$ cat config.mk
export PLATFORM = sky130hd
export DESIGN_NAME = alu_mul_sequencer
export DESIGN_NICKNAME = d
export VERILOG_FILES = /design/src/rtl/alu_pkg.sv /design/src/rtl/alu_mul_sequencer.sv
export SDC_FILE = /design/constraint.sdc
export NUM_CORES = 1
export LEC_CHECK = 0
export BUFFER_PORTS_ARGS = -buffer_cell sky130_fd_sc_hd__buf_2
export CAP_MARGIN = 20
export CORE_ASPECT_RATIO = 0.8
export CORE_UTILIZATION = 56
export DETAILED_ROUTE_END_ITERATION = 16
export GPL_TIMING_DRIVEN = 1
export PLACE_DENSITY = 0.87
export REMOVE_ABC_BUFFERS = 1
export SLEW_MARGIN = 10
export SYNTH_ARGS = -nofsm -noshare
export SYNTH_HDL_FRONTEND = slang
export SYNTH_SLANG_ARGS = --single-unit
$ cat constraint.sdc
create_clock -name clk -period 5.05 [get_ports clk]
set_input_delay 1.01 -clock clk [delete_from_list [all_inputs] [get_ports clk]]
set_output_delay 1.01 -clock clk [all_outputs]
set_load 0.005 [all_outputs]
$ cat src/rtl/alu_pkg.sv
// rtl/alu_pkg.sv - shared ALU control codes and multiplier sequencer state type
package alu_pkg;

  localparam logic [2:0] ALU_PASS_B   = 3'b000;
  localparam logic [2:0] ALU_ADD      = 3'b010;
  localparam logic [2:0] ALU_SUBTRACT = 3'b011;
  localparam logic [2:0] ALU_AND      = 3'b100;
  localparam logic [2:0] ALU_OR       = 3'b101;
  localparam logic [2:0] ALU_XOR      = 3'b110;

  typedef enum logic [1:0] {
    IDLE = 2'd0,
    RUN  = 2'd1,
    DONE = 2'd2
  } mul_state_t;

endpackage

$ cat src/rtl/alu_mul_sequencer.sv
// rtl/alu_mul_sequencer.sv - shift-add multiplier that borrows the shared ALU adder
module alu_mul_sequencer
  import alu_pkg::*;
#(
  parameter int WIDTH = 64,
  parameter int CNT_W = $clog2(WIDTH)
) (
  input  logic             clk,
  input  logic             reset_n,
  input  logic             start,
  input  logic [WIDTH-1:0] mcand,
  input  logic [WIDTH-1:0] mplr,
  output logic             busy,
  output logic             done,
  output logic [WIDTH-1:0] product,
  output logic             ovf,
  output logic [WIDTH-1:0] alu_a,
  output logic [WIDTH-1:0] alu_b,
  output logic [2:0]       alu_cntrl,
  input  logic [WIDTH-1:0] alu_result,
  input  logic             alu_carry_out
);

  mul_state_t       state, state_nxt;
  logic [WIDTH-1:0] acc, mc, mp;
  logic [WIDTH-1:0] acc_nxt;
  logic [CNT_W-1:0] cnt;
  logic             lost, sticky, sticky_nxt;
  logic             accept, last_run;

  always_ff @(posedge clk or negedge reset_n) begin
    if (!reset_n) state <= IDLE;
    else          state <= state_nxt;
  end

  always_comb begin
    state_nxt  = state;
    alu_a      = '0;
    alu_b      = '0;
    alu_cntrl  = ALU_PASS_B;
    accept     = 1'b0;
    last_run   = 1'b0;
    acc_nxt    = acc;
    sticky_nxt = sticky;
    case (state)
      IDLE: begin
        if (start) begin
          accept    = 1'b1;
          state_nxt = (mplr == '0) ? DONE : RUN;
        end
      end
      RUN: begin
        alu_a     = acc;
        alu_b     = mc;
        alu_cntrl = ALU_ADD;
        // A set bit lost off mc's top means this partial product already exceeds WIDTH bits.
        if (mp[0]) begin
          acc_nxt    = alu_result;
          sticky_nxt = sticky | alu_carry_out | lost;
        end
        if (mp[WIDTH-1:1] == '0 || cnt == CNT_W'(WIDTH - 1)) begin
          last_run  = 1'b1;
          state_nxt = DONE;
        end
      end
      DONE:    state_nxt = IDLE;
      default: state_nxt = IDLE;
    endcase
  end

  always_ff @(posedge clk or negedge reset_n) begin
    if (!reset_n) begin
      acc     <= '0;
      mc      <= '0;
      mp      <= '0;
      cnt     <= '0;
      lost    <= 1'b0;
      sticky  <= 1'b0;
      product <= '0;
      ovf     <= 1'b0;
    end else if (accept) begin
      acc    <= '0;
      mc     <= mcand;
      mp     <= mplr;
      cnt    <= '0;
      lost   <= 1'b0;
      sticky <= 1'b0;
      if (mplr == '0) begin
        product <= '0;
        ovf     <= 1'b0;
      end
    end else if (state == RUN) begin
      acc    <= acc_nxt;
      sticky <= sticky_nxt;
      mc     <= mc << 1;
      lost   <= lost | mc[WIDTH-1];
      mp     <= mp >> 1;
      cnt    <= cnt + CNT_W'(1);
      // Result is published as DONE is entered so it is valid alongside the done pulse.
      if (last_run) begin
        product <= acc_nxt;
        ovf     <= sticky_nxt;
      end
    end
  end

  assign busy = (state == RUN) || (state == DONE);
  assign done = (state == DONE);

endmodule

## Word level (Yosys, flattened, before mapping)

Index checks and enable logic that the tools add are counted.

| storage, ports and cells | value |
|---|---|
| register bits after elaboration | 267 |
| word-level logic and storage cells | 61 |
| output and inout port bits | 198 |

| operators by class | value |
|---|---|
| muxes and demuxes | 33 |
| add/sub/neg operators | 1 |
| bitwise gates (word level) | 3 |
| eq/ne operators | 6 |
| reduce and logical (&&, ||, !) cells | 9 |

Operators by type and width:

| cell | number |
|---|---|
| two-way mux 64 bit | 13 |
| zero test 64 bit | 1 |
| zero test 63 bit | 1 |
| two-way mux 1 bit | 13 |
| two-way mux 6 bit | 2 |
| two-way mux 2 bit | 4 |
| adder 6 x 1 -> 6 bit (second input constant) | 1 |
| equality test 6 bit (second input constant) | 1 |
| inequality test 2 bit (second input constant) | 2 |
| case mux 2 bit (2 select lines) | 1 |
| nonzero test 2 bit | 2 |
| OR 1 bit | 3 |
| AND reduction 3 bit | 1 |
| equality test 2 x 1 -> 1 bit (second input constant) | 1 |
| equality test 2 bit (second input constant) | 1 |
| zero test 2 bit | 1 |
| logical OR 1 bit | 2 |
| inequality test 2 x 1 -> 1 bit (second input constant) | 1 |
| AND reduction 2 bit | 1 |

## Depth between registers and ports, before layout

| logic depth | value |
|---|---|
| depth after elaboration | 7 |
| gate-level depth with buffers | 9 |
| mapped depth without buffers | 6 |

## Worst setup path after synthesis

Ideal clock, no wire load.

| path | value |
|---|---|
| path kind | reg2out |
| from | register state[1] |
| to | output port alu_a[60] |
| arrival | 1.667 ns |
| stages on the path, launching flop included | 8 |
| required time | 4.040 ns |
| setup slack | 2.373 ns |
| path buffers | 4 |
| cell sequence | dfrtp_1 inv_1 ha_1 buf_2 buf_2 clkbuf_1 clkbuf_1 and2_1 |

| on the way | value |
|---|---|
| cells in the longest elaborated chain, start to end | 2 |

Ends and longest elaborated chain:

| element | line | RTL |
|---|---|---|
| start, declared | alu_mul_sequencer.sv:24 | `mul_state_t state, state_nxt;` |
| start signal, assigned | alu_mul_sequencer.sv:33 | `else state <= state_nxt;` |
| equality test 2 x 1 -> 1 bit | alu_mul_sequencer.sv:45 | `case (state)` |
| two-way mux 64 bit | alu_mul_sequencer.sv:45 |  |
| end, declared | alu_mul_sequencer.sv:17 | `output logic [WIDTH-1:0] alu_a,` |

No other way between the ends.

## Worst setup path after layout

| path | value |
|---|---|
| from | register state[1] |
| to | output port alu_a[7] |

Same word-level chain as after synthesis.

==> flow_summary.toml <==
[status]
status = "finished clean"

[synth]
synth.avg_cell_area_um2 = 9.59
synth-edff-count = 0
synth_fa_ha_area_share_pct = 0.374
ys_warn_count = 0
ys_seq_elements = 267
ys_seq_area_share_pct = 50.0
synthTopCellsByArea = "dfrtp_1 (50%), mux2i_1 (13%), o21ai_0 (7.2%)"
synth-compound-area-share_pct = 13.2
synthDistinctLibCells = 35
synth_top_area_cell = "dfrtp_1"
synthXorXnorAreaFrac_pct = 0.262
yosysMostFrequentCell = "dfrtp_1"
muxShareOfSynthArea_pct = 14.7
syn_inst = 1395
synth_top_family_by_area = "simple AND/OR/NAND/NOR gates"
synth_common_cells = "dfrtp_1 (267), nand2_1 (210), o21ai_0 (193)"
synthSimpleGateAreaFrac_pct = 17.5
synthFlopType = "dfrtp_1"
async_flop_share_pct = 100
synth_top_area_share_pct = 50.0
synth_area_um2 = 13400

[clock_tree]
clkTransAtPathRegs_ps = 60
cts_root_buf = "clkbuf_16"
max-clock-path-buffers = 3
cts.sinks = 267
cts_tree = "built"
cts_buffers = 27
clock_latency_ps = 530
cts_resized = 0
postCtsSetupBuffers = 0
htreeDepth = 1
hold_buffers = 0

[drt]
via_count = 11678
ant_nets = 0
drt-initial-drc-count = 995
first_pass_iters = 5
drc = 0
wl_mm = 37.5
wl_per_cell_um = 18.3
vias_per_cell = 5.70

[layout]
syn_to_final_growth_pct = 22.3
drive_gt1_share_pct = 30.2
nets = 1914
fin_area_um2 = 16400

[floorplanning]
start_util_pct = 57.2
die_w_um = 175
io_pins = 394
rows = 50
die_h_um = 140
die-area_um2 = 24500
core-area_um2 = 23400

[critical_path]
ff2ff_path_depth = 6
crit_arrival_ps = 2560
worst-path-buf-inv = 3
timing.critical_path.from_type = "flip-flop"
rr_endpoint = "acc[21]"
critPathRequiredTime_ps = 4040
setup.worst_path.end_class = "output port"
path_delay_family = "buffers and inverters"
critPathKind = "flip-flop to output port"
path_max_fanout = 116
cp_cell_sequence = "inv_1 -> ha_4 -> buf_12 -> and2_1 -> buf_2"
cpPeakStageDelay_ps = 650
timing.rr.start = "state[1]"
cpMaxStageDelayCell = "ha_4"
r2r_slack_ps = 2130

[sta]
clock_skew_ps = 14.4
fmax_mhz = 280
fin_crit_ps = 3570
finalHoldViolations = 0
finalSetupTns_ps = 0
setup_viol_count_final = 0
slew_headroom_pct = 30.3
rsz0062_at_grt = "no"
period_share_pct = 70.7
slew_viol_final = 0
tightest_slew_ps = 1050

[grt]
grtUsageTotal_pct = 29.5
grt_pass1_wl_mm = 58.4
antenna_found_initial = 4
grt_pass1_vias = 11214
grt_max_degree = 119
overflow = 0

[placed_design]
portBuffers = 391
hpwl_mm = 24.5
placed_area_um2 = 15400
gp_congestion = 0.849

[worst_hold_path]
whs_endpoint = "lost"
hold_class = "flip-flop to flip-flop"
min-delay-start = "lost"
hold_depth = 1

[power_and_ir_drop]
leakage_nw = 8.38
powerDensity_nw_per_um2 = 549
peakVddDrop_mv = 0.384

[job]
cap_violations = 0
## how the worst max path moves through the flow
| stage | start | slack (ps) | to | cells past startpoint |
|---|---|---|---|---|
| after global placement | mplr[15] | 1490 | state[0] | 6 |
| after floorplan | state[1] | -8180 | ovf | 4 |
| after CTS | state[1] | 1440 | alu_a[62] | 5 |
| after detailed placement | mplr[15] | 1520 | state[0] | 6 |
| final | state[1] | 1480 | alu_a[7] | 5 |
| after global routing | state[1] | 1350 | alu_a[63] | 5 |
## final cells by class
cell class              count  area, um2
diodes                      4       10.0
clock buffers              36        759
clock inverters            13        165
fillers                  1740       7040
inverters                   5       18.8
multi-input cells        1007       6190
flip-flops and latches    267       6690
well taps                 312        390
repair buffers            406       2140
## layer usage
metal	GRT usage, %	wire [um]	share of wire (%)	vias to the layer above
li1	-	-	-	5440
met1	37.2	14900	40	5621
met2	51.4	18800	50	535
met3	5.67	2750	7.3	82
met4	9.24	1100	2.9	0
met5	0	0	0	-
## logic make-up after synthesis
kind of cell,count (synthesis)
simple gates,475
compound gates,329
flops,267
mux,193
buf+inv,122
fa+ha+maj,4
xor+xnor,4
other cells,1
## per-stage QoR
step / setup slack, ps / hold WS [ps] / std cells / util, % / power [mW]
after CTS: 1440 / 500 / 2045 / 69.8 / 8.98
after global placement: 1490 / 479 / 1996 / 65.8 / 6.64
final: 1480 / 497 / 2050 / 69.9 / 8.99
after floorplan: -8180 / 458 / 1279 / - / 5.98
after detailed placement: 1520 / 485 / 1996 / 65.8 / 6.84
after global routing: 1350 / 537 / 2048 / 69.9 / 9.56
## cells in the final DEF, fill, tap and decap left out, drive strengths merged
master,synthesis,routed
dfrtp,267,267
or3,1,1
o21ai,193,193
o22a,1,1
nand3,3,3
nor4,32,32
a211oi,39,39
mux2,25,25
diode,0,4
clkinv,0,9
nand4,10,10
bufinv,0,4
a21boi,1,1
mux2i,168,168
nor3,2,2
and3,1,1
conb,1,2
a21oi,89,89
inv,5,5
buf,19,406
o211ai,1,1
clkbuf,98,36
o211a,1,1
o21a,2,2
or4,1,1
xnor2,1,1
a311o,1,1
and2,130,130
nand2,210,210
a2bb2oi,1,1
ha,4,4
nor2,46,46
xor2,3,3
or2,39,39
## power by group
| part | switching (mW) | leakage [nW] | internal [mW] |
|---|---|---|---|
| clock | 0.846 | 0.465 | 1.26 |
| sequential | 0.537 | 3.46 | 2.90 |
| combinational | 1.96 | 4.45 | 1.48 |
## flip-flops by register name, summed over array words and instances (netlist names)
| register | flops |
|---|---|
| acc | 64 |
| mc | 64 |
| mp | 64 |
| product | 64 |
| cnt | 6 |
| state | 2 |
| lost | 1 |
| ovf | 1 |
| sticky | 1 |
(Power assumes the default switching activity.)
